===== src/rtl/mips_isa_pkg.sv =====
// Shared MIPS ISA definitions: opcodes, operation classes, loader error codes.
// Consumed by the control decoder and by the instruction encode loader.
package mips_isa_pkg;

  localparam int unsigned WORD_W   = 32;
  localparam int unsigned REG_W    = 5;
  localparam int unsigned OPC_W    = 3;
  localparam int unsigned FUNCT_W  = 6;
  localparam int unsigned IMM_W    = 16;
  localparam int unsigned TARGET_W = 26;

  localparam logic [5:0] OP_RTYPE = 6'b000000;
  localparam logic [5:0] OP_LW    = 6'b100011;
  localparam logic [5:0] OP_SW    = 6'b101011;
  localparam logic [5:0] OP_BEQ   = 6'b000100;
  localparam logic [5:0] OP_BNE   = 6'b000101;
  localparam logic [5:0] OP_J     = 6'b000010;
  localparam logic [5:0] OP_JAL   = 6'b000011;

  typedef enum logic [OPC_W-1:0] {
    OPC_R       = 3'd0,
    OPC_LW      = 3'd1,
    OPC_SW      = 3'd2,
    OPC_BEQ     = 3'd3,
    OPC_BNE     = 3'd4,
    OPC_J       = 3'd5,
    OPC_JAL     = 3'd6,
    OPC_ILLEGAL = 3'd7
  } op_class_e;

  localparam logic [1:0] ERR_NONE       = 2'd0;
  localparam logic [1:0] ERR_ILLEGAL_OP = 2'd1;
  localparam logic [1:0] ERR_ADDR_OVF   = 2'd2;

  // Symbolic instruction descriptor as presented on the load stream
  typedef struct packed {
    logic [OPC_W-1:0]    op;
    logic [REG_W-1:0]    rs;
    logic [REG_W-1:0]    rt;
    logic [REG_W-1:0]    rd;
    logic [REG_W-1:0]    shamt;
    logic [FUNCT_W-1:0]  funct;
    logic [IMM_W-1:0]    imm;
    logic [TARGET_W-1:0] target;
  } instr_desc_t;

endpackage


===== src/rtl/instr_field_encoder.sv =====
// Combinational packing of a symbolic descriptor into a 32-bit MIPS word.
module instr_field_encoder
  import mips_isa_pkg::*;
(
  input  instr_desc_t       desc,
  output logic [WORD_W-1:0] word_c,
  output logic              illegal_c
);

  // Select the instruction format from the operation class
  always_comb begin
    word_c    = '0;
    illegal_c = 1'b0;
    case (op_class_e'(desc.op))
      OPC_R:   word_c = {OP_RTYPE, desc.rs, desc.rt, desc.rd, desc.shamt, desc.funct};
      OPC_LW:  word_c = {OP_LW,  desc.rs, desc.rt, desc.imm};
      OPC_SW:  word_c = {OP_SW,  desc.rs, desc.rt, desc.imm};
      OPC_BEQ: word_c = {OP_BEQ, desc.rs, desc.rt, desc.imm};
      OPC_BNE: word_c = {OP_BNE, desc.rs, desc.rt, desc.imm};
      OPC_J:   word_c = {OP_J,   desc.target};
      OPC_JAL: word_c = {OP_JAL, desc.target};
      default: illegal_c = 1'b1;
    endcase
  end

endmodule


===== src/rtl/instr_encode_loader.sv =====
// Encodes a stream of instruction descriptors and writes them sequentially
// into IMEM from a start address. Optional running XOR checksum of the
// written words is built when INSTR_LOADER_CHECKSUM_EN is defined.
module instr_encode_loader
  import mips_isa_pkg::*;
#(
  parameter int unsigned ADDR_W     = 8,
  parameter int unsigned IMEM_DEPTH = 256
) (
  input  logic                clk,
  input  logic                rst_n,
  input  logic                start,
  input  logic [ADDR_W-1:0]   base_addr,
  input  logic [ADDR_W:0]     count,
  input  logic                in_valid,
  output logic                in_ready,
  input  logic [OPC_W-1:0]    in_op,
  input  logic [REG_W-1:0]    in_rs,
  input  logic [REG_W-1:0]    in_rt,
  input  logic [REG_W-1:0]    in_rd,
  input  logic [REG_W-1:0]    in_shamt,
  input  logic [FUNCT_W-1:0]  in_funct,
  input  logic [IMM_W-1:0]    in_imm,
  input  logic [TARGET_W-1:0] in_target,
  output logic                mem_we,
  output logic [ADDR_W-1:0]   mem_addr,
  output logic [WORD_W-1:0]   mem_wdata,
  output logic                busy,
  output logic                done,
  output logic                err,
  output logic [1:0]          err_code,
  output logic [WORD_W-1:0]   checksum
);

  localparam int unsigned CNT_W = ADDR_W + 1;
  localparam logic [ADDR_W-1:0] LAST_ADDR = ADDR_W'(IMEM_DEPTH - 1);

  localparam logic [2:0] S_IDLE   = 3'd0;
  localparam logic [2:0] S_ACCEPT = 3'd1;
  localparam logic [2:0] S_WRITE  = 3'd2;
  localparam logic [2:0] S_DONE   = 3'd3;
  localparam logic [2:0] S_ERR    = 3'd4;

  logic [2:0]        state_q, state_nxt;
  logic [ADDR_W-1:0] addr_q, addr_nxt;
  logic [CNT_W-1:0]  rem_q, rem_nxt, rem_dec;
  logic [ADDR_W-1:0] mem_addr_nxt;
  logic [WORD_W-1:0] mem_wdata_nxt;
  logic              err_nxt;
  logic [1:0]        err_code_nxt;
  instr_desc_t       desc;
  logic [WORD_W-1:0] word_c;
  logic              illegal_c;

  assign desc = '{op: in_op, rs: in_rs, rt: in_rt, rd: in_rd, shamt: in_shamt,
                  funct: in_funct, imm: in_imm, target: in_target};

  instr_field_encoder u_enc (
    .desc      (desc),
    .word_c    (word_c),
    .illegal_c (illegal_c)
  );

  assign rem_dec = rem_q - CNT_W'(1);

  // Next-state, counter and registered-output decisions
  always_comb begin
    state_nxt     = state_q;
    addr_nxt      = addr_q;
    rem_nxt       = rem_q;
    mem_addr_nxt  = mem_addr;
    mem_wdata_nxt = mem_wdata;
    err_nxt       = err;
    err_code_nxt  = err_code;
    case (state_q)
      S_IDLE, S_ERR: begin
        if (start) begin
          addr_nxt     = base_addr;
          rem_nxt      = count;
          err_nxt      = 1'b0;
          err_code_nxt = ERR_NONE;
          state_nxt    = (count == '0) ? S_DONE : S_ACCEPT;
        end
      end
      S_ACCEPT: begin
        // in_ready is high throughout ACCEPT, so in_valid alone completes the handshake
        if (in_valid) begin
          if (illegal_c) begin
            err_nxt      = 1'b1;
            err_code_nxt = ERR_ILLEGAL_OP;
            state_nxt    = S_ERR;
          end else begin
            mem_addr_nxt  = addr_q;
            mem_wdata_nxt = word_c;
            state_nxt     = S_WRITE;
          end
        end
      end
      S_WRITE: begin
        addr_nxt = addr_q + ADDR_W'(1);
        rem_nxt  = rem_dec;
        if (rem_dec == '0) begin
          state_nxt = S_DONE;
        end else if (addr_q == LAST_ADDR) begin
          err_nxt      = 1'b1;
          err_code_nxt = ERR_ADDR_OVF;
          state_nxt    = S_ERR;
        end else begin
          state_nxt = S_ACCEPT;
        end
      end
      S_DONE:  state_nxt = S_IDLE;
      default: state_nxt = S_IDLE;
    endcase
  end

  // State, counters and outputs registered from the next state
  always_ff @(posedge clk or negedge rst_n) begin
    if (!rst_n) begin
      state_q   <= S_IDLE;
      addr_q    <= '0;
      rem_q     <= '0;
      in_ready  <= 1'b0;
      mem_we    <= 1'b0;
      mem_addr  <= '0;
      mem_wdata <= '0;
      busy      <= 1'b0;
      done      <= 1'b0;
      err       <= 1'b0;
      err_code  <= ERR_NONE;
    end else begin
      state_q   <= state_nxt;
      addr_q    <= addr_nxt;
      rem_q     <= rem_nxt;
      in_ready  <= (state_nxt == S_ACCEPT);
      mem_we    <= (state_nxt == S_WRITE);
      mem_addr  <= mem_addr_nxt;
      mem_wdata <= mem_wdata_nxt;
      busy      <= !((state_nxt == S_IDLE) || (state_nxt == S_ERR));
      done      <= (state_nxt == S_DONE);
      err       <= err_nxt;
      err_code  <= err_code_nxt;
    end
  end

`ifdef INSTR_LOADER_CHECKSUM_EN
  logic chk_clr;
  logic chk_upd;

  assign chk_clr = start && ((state_q == S_IDLE) || (state_q == S_ERR));
  assign chk_upd = (state_q == S_WRITE);

  // Running XOR of words written in the current job
  always_ff @(posedge clk or negedge rst_n) begin
    if (!rst_n) begin
      checksum <= '0;
    end else if (chk_clr) begin
      checksum <= '0;
    end else if (chk_upd) begin
      checksum <= checksum ^ mem_wdata;
    end
  end
`else
  assign checksum = '0;
`endif

endmodule

===== config.mk =====
export PLATFORM = sky130hd
export DESIGN_NAME = instr_encode_loader
export DESIGN_NICKNAME = d
export VERILOG_FILES = /design/src/rtl/mips_isa_pkg.sv /design/src/rtl/instr_field_encoder.sv /design/src/rtl/instr_encode_loader.sv
export SDC_FILE = /design/constraint.sdc
export NUM_CORES = 1
export LEC_CHECK = 0
export BUFFER_PORTS_ARGS = -buffer_cell sky130_fd_sc_hd__buf_2
export CORE_ASPECT_RATIO = 1.25
export CORE_UTILIZATION = 26
export DETAILED_ROUTE_END_ITERATION = 6
export SYNTH_ARGS = -nofsm -noshare
export SYNTH_HDL_FRONTEND = slang
export SYNTH_SLANG_ARGS = --single-unit

===== constraint.sdc =====
create_clock -name clk -period 2.2 [get_ports clk]
set_clock_uncertainty 0.1 [all_clocks]
set_input_delay 0 -clock clk [delete_from_list [all_inputs] [get_ports clk]]
set_output_delay 0 -clock clk [all_outputs]
set_load 0.1 [all_outputs]

==> impl_metrics.tcl, run 1 <==
set metrics [dict create \
    rrSetupSlack_ns 0.24 \
    clkSlewWorstSetupHoldPaths_ns 0.06 \
    yosys.area.top_type "dfrtp_1" \
    ys_ff_latch 66 \
    grt.overflow.total 0 \
    rows 47 \
    route.final.wire_length_mm 11.2 \
    core_um2 13200 \
    vdd_drop_max_mv 1.40 \
    fillers 1283 \
    synth_top_area_share_pct 47.1 \
    setup_viol 0 \
    yosysUniqueCellTypes 51 \
    h-tree-depth 3 \
    io_pins 171 \
    dieWidth_um 106 \
    remaining_drc_errors 0 \
    grt_usage_pct 16.0 \
    synth_area_leaders "dfrtp_1 47%, buf_4 7.5%, nor2_1 5.3%" \
    cap_viol_max_count 0 \
    n_antenna_cell 0 \
    antenna_found_initial 0 \
    worst_slew_pin_slew_ns 1.21 \
    ant_nets 0 \
    regArea_um2 1650 \
    io_buffers 137 \
    die_h_um 132 \
    first_iter_violations 329 \
    rsz0062_at_grt "no" \
    clock.fmax_ghz 0.510 \
    drt_pass1_iterations 7 \
    die_area_um2 14000 \
    power_density_nw_per_um2 1630 \
    critical_path_peak_fanout 26 \
    hp-class "in -> reg" \
    synth_cells 361 \
    multiInputGateArea_um2 1620 \
    cp.arrival_ns 2.10 \
    ys_seq_area_share_pct 47.1 \
    grt_pass1_vias 3561 \
    drive_above_1_share_pct 33.2 \
    setup_tns_ns 0 \
    gp_congestion 0.888 \
    avgSynthCellArea_um2 9.72 \
    synth_edf_count 0 \
    critPathKind "reg -> reg" \
    total_power_w 0.00879 \
    grt_pass1_wl_mm 17.5 \
    critical_path_required_ns 2.34 \
    cts_buffers 9 \
    yosysWarnings 0 \
    endpoint_kind "flip-flop" \
    cts_sinks 66 \
    drv_slew 0 \
    nets 679 \
    start_util_pct 26.5 \
    cts_tree "yes" \
    critPathLaunchType "flip-flop" \
    grt_max_degree 67 \
    finalCritPeriodShare_pct 89.1 \
    async_flop_share_pct 100 \
    wl_per_cell_um 14.9 \
    syn_area_um2 3510 \
    slew_headroom_pct 18.8 \
    leakage_nw 2.54 \
    vias_per_cell 4.82 \
    area_growth_pct 53.3 \
    worstSkewPairLatency_ns 0.33 \
    dr_total_vias 3645 \
    synthFlopType "dfrtp_1" \
    root_buffer "clkbuf_16" \
    cts.path.max_buffers 2 \
    period_needed_ns 1.96 \
    hold_viol_final 0 \
    hpwl_mm 7.83 \
    status "finished, final reports clean" \
]
-- sequential cells by signal, indices dropped and copies added, names as in the netlist --
signal     count
state_q        3
busy           1
in_ready       1
err_code       2
addr_q         8
done           1
mem_addr       8
err            1
mem_wdata     31
rem_q          9
mem_we         1
-- what timing repair did --
item / 4_1_cts / 5_1_grt
gates resized for setup: 0 / 2
buffers inserted: 0 / 3
endpoints found under the hold margin: 112 / 0
endpoints found under the setup margin: 0 / 17
hold buffers: 73 / 0
-- worst max-delay path, cell delays in order, from the launching register on --
cell and delay [ns]:
dfrtp_1 0.44, nor4bb_1 0.43, o41a_2 0.35, buf_12 0.20
buf_12 0.17, nor2_1 0.06, a21oi_1 0.12
-- report_power, final --
part           leakage [nW]  internal (W)  switching, W
clock                 0.143      0.000908      0.000516
combinational          1.61       0.00105       0.00411
sequential            0.786       0.00177      0.000436
-- cells in the mapped netlist (all sizes together), types with 7 or more instances --
cell	count
a21oi	37
a222oi	16
a22oi	11
buf	44
clkbuf	7
dfrtp	66
ha	7
inv	8
mux2	10
nand2	22
nand3	11
nor2	50
o21ai	14
-- placed cells by master (no fill, tap or decap), types with 3 or more instances in the layout --
master,instances
and3_1,4
conb_1,33
buf_2,137
mux2_2,10
dlygate4sd3_1,73
nor2b_1,3
o211ai_1,6
nor4_1,3
a21oi_1,36
nor2_1,48
inv_1,8
o21ai_0,13
dfrtp_1,66
buf_4,15
nand3_1,11
nand2_1,22
ha_1,7
a222oi_1,16
nor3_1,4
a22oi_1,11
o221a_2,3
clkbuf_16,9
-- worst paths after layout --
kind	startpoint	end	cells after the start
max	state_q[1]	mem_wdata[13]	6
min reg2reg	err_code[1]	err_code[1]	1
max reg2reg	state_q[1]	mem_wdata[13]	6
min	in_op[2]	mem_wdata[31]	3
max in group asynchronous	rst_n	mem_wdata[25]	3
min in group asynchronous	rst_n	addr_q[1]	3
-- metrics by stage --
stage	cells	utilization [%]	setup slack, ns	hold slack [ns]	cell area [um2]
6_report	756	40.7	0.239	0.0254	5380
5_1_grt	756	40.7	0.0640	0.0541	5380
4_1_cts	753	40.5	0.0272	0.0137	5360
3_5_place_dp	664	32.7	0.103	0.133	4330
3_3_place_gp	664	32.7	0.164	0.143	4330
2_1_floorplan	393	-	0.345	-0.396	3630
-- cell families (layout without fill, tap and decap cells) --
| logic type | after synthesis | count (layout) | synth area share, % |
|---|---|---|---|
| adders and majority gates | 7 | 7 | 2.50 |
| AOI/OAI and AO/OA | 103 | 103 | 20.6 |
| buffers and inverters | 59 | 251 | 10.4 |
| other | 1 | 33 | 0.107 |
| muxes | 12 | 12 | 3.78 |
| and+or+nand+nor | 113 | 113 | 15.6 |
| DFF | 66 | 66 | 47.1 |
-- layer usage --
metal,share of wire (%),global-route usage (%),vias up,wire [um]
met5,0,0,-,0
met1,38,16.4,1742,4240
met2,52,29.5,172,5820
met4,1.9,8.18,0,217
li1,-,-,1711,-
met3,8.5,4.45,20,951
-- layout make-up --
| cell class | count | share of cell area (%) |
|---|---|---|
| flip-flops and latches | 66 | 30.7 |
| multi-input cells | 268 | 30.1 |
| repair buffers | 227 | 29.2 |
| clock buffers | 12 | 4.58 |
| well taps | 171 | 3.98 |
| clock inverters | 4 | 0.953 |
| inverters | 8 | 0.558 |
Power figures use the tool's default switching activity.
==> run 2, diff against run 1 <==
==> constraint.sdc (replaced) <==
create_clock -name clk -period 2.4 [get_ports clk]
set_clock_uncertainty 0.1 [all_clocks]
set_input_delay 0 -clock clk [delete_from_list [all_inputs] [get_ports clk]]
set_output_delay 0 -clock clk [all_outputs]
set_load 0.1 [all_outputs]
==> run 2 against run 1 <==
Effect of this change:
- the run now ends with design-rule violations left
- setup slack got worse by 0.015 ns
- global-route usage decreased by 0.30 points
- register-to-register slack improved by 0.13 ns
- final area decreased by 1.2%
- cell count decreased by 1.5%
- power decreased by 7.5%
- wire length decreased by 1.1%
- sequential power decreased by 8%
- clock-buffer cell count unchanged
- sequential share of layout area increased by 0.38 points
- non-clock buffer count decreased by 11
- worst hold slack improved by 0.031 ns
- highest routed layer is now met5
==> impl_metrics.tcl, run 2 (synthesized netlist as in run 1, its figures left out) <==
set metrics [dict create \
    status "finished, violations left" \
    violations "design-rule violations" \
    core_um2 13200 \
    slew_headroom_pct 48.0 \
    cts.path.max_buffers 2 \
    p_clk_share_pct 17.4 \
    area_growth_pct 51.5 \
    cts_buffers 9 \
    final_common_cell "buf_2" \
    rows 47 \
    cp.arrival_ns 2.27 \
    switching_power_w 0.00463 \
    power_density_nw_per_um2 1530 \
    h-tree-depth 3 \
    hpwl_mm 7.65 \
    p_int_w 0.00350 \
    root_buffer "clkbuf_16" \
    leakage_nw 2.48 \
    cap_viol_max_count 0 \
    grt_pass1_wl_mm 17.1 \
    die_area_um2 14000 \
    final_cell_mix "137 x buf_2, 71 x dlygate4sd3_1, 66 x dfrtp_1" \
    worst_slew_pin_slew_ns 0.775 \
    cts_sinks 66 \
    sw_frac_of_total_pct 57.0 \
    grt.overflow.total 0 \
    critPathKind "in -> reg" \
    start_util_pct 26.5 \
    critical_path_peak_fanout 16 \
    ant_nets 0 \
    reg2reg_to "state_q[2]" \
    hold_viol_final 0 \
    critPathLaunchType "input port" \
    setup_tns_ns 0 \
    endpoint_kind "flip-flop" \
    io_buffers 137 \
    largest_reg_flops 31 \
    vdd_drop_max_mv 0.770 \
    dieWidth_um 106 \
    critical_path_required_ns 2.49 \
    fin_util_pct 40.2 \
    drt_pass1_iterations 7 \
    power.share.sequential_pct 25.0 \
    rrSetupSlack_ns 0.37 \
    clock.fmax_ghz 0.460 \
    grt_usage_pct 15.7 \
    dr_total_vias 3538 \
    top_register "mem_wdata" \
    remaining_drc_errors 10 \
    antenna_found_initial 2 \
    first_iter_violations 345 \
    die_h_um 132 \
    n_antenna_cell 0 \
    fillers 1297 \
    multiInputGateArea_um2 1620 \
    grt_pass1_vias 3411 \
    cts_tree "yes" \
    wl_per_cell_um 14.9 \
    worstSkewPairLatency_ns 0.33 \
    setup_viol 0 \
    r2r-start "rem_q[0]" \
    hp-class "in -> reg" \
    rsz0062_at_grt "no" \
    vias_per_cell 4.75 \
    fin_cells 745 \
    route.final.wire_length_mm 11.1 \
    placed_cells 658 \
    drv_slew 0 \
    clkSlewWorstSetupHoldPaths_ns 0.06 \
    finalCritPeriodShare_pct 90.7 \
    hp-start "in_op[1]" \
    hold_depth 4 \
    period_needed_ns 2.18 \
    nets 668 \
    regArea_um2 1650 \
    drive_above_1_share_pct 32.2 \
    reg.largest.list "mem_wdata x31, rem_q x9" \
    comb_power_share_pct 57.6 \
    io_pins 171 \
    reg2reg_depth 6 \
    grt_max_degree 67 \
    min_to "mem_wdata[27]" \
    gp_congestion 0.873 \
]
[run 2: area by class of cell]
type	count	area share, %
Timing Repair Buffer	216	27.9
Clock buffer	12	4.64
Sequential cell	66	31.1
Inverter	8	0.565
Multi-Input combinational cell	268	30.5
Clock inverter	4	1.39
Tap cell	171	4.02
[run 2: power groups by stage]
stage | clock network [W] | logic (W) | registers [W]
final | 0.00141 | 0.00468 | 0.00203
after global routing | 0.00150 | 0.00490 | 0.00212
after CTS | 0.00147 | 0.00469 | 0.00204
after detailed placement | 0 | 0.00457 | 0.00206
after global placement | 0 | 0.00452 | 0.00204
after floorplan | 0 | 0.00123 | 0.00456
[run 2: worst max path at each step]
stage               slack, ns       endpoint  startpoint  depth (start not counted)
floorplan                0.54     state_q[2]    rem_q[0]                          7
global placement         0.43     state_q[2]    rem_q[0]                          6
detailed placement       0.38     state_q[2]    rem_q[0]                          6
CTS                      0.02  mem_wdata[24]    in_op[2]                          6
global route             0.16  mem_wdata[19]    in_op[2]                          6
finish                   0.22  mem_wdata[11]    in_op[2]                          8
[run 2: metal layers]
| layer | routed length, um | part of all wire (%) | track usage, % | vias to the layer above |
|---|---|---|---|---|
| li1 | - | - | - | 1681 |
| met1 | 4100 | 37 | 16.6 | 1644 |
| met2 | 5790 | 52 | 28.7 | 195 |
| met3 | 1090 | 9.8 | 5.64 | 14 |
| met4 | 103 | 0.93 | 5.32 | 4 |
| met5 | 27 | 0.24 | 0 | - |
[run 2: what timing repair did]
item,4_1_cts,5_1_grt
setup buffers,0,0
setup endpoints to repair,0,25
endpoints found under the hold margin,113,0
gates resized for setup,0,2
hold buffers,71,0
[run 2: critical path, cell delays in order]
cell,delay (ns)
dlygate4sd3_1,0.54
buf_2,0.18
inv_1,0.12
mux2i_1,0.13
buf_4,0.21
a222oi_1,0.38
dlygate4sd3_1,0.62
a21oi_1,0.08
[run 2: through the flow]
stage | total power [W] | setup WS [ns] | hold WS [ns] | cell area, um2
after floorplan | 0.00579 | 0.545 | -0.396 | 3630
after global placement | 0.00656 | 0.430 | -0.0558 | 4280
after detailed placement | 0.00662 | 0.376 | -0.0507 | 4280
after CTS | 0.00819 | 0.0207 | 0.0251 | 5310
after global routing | 0.00852 | 0.164 | 0.0858 | 5320
final | 0.00812 | 0.224 | 0.0568 | 5320
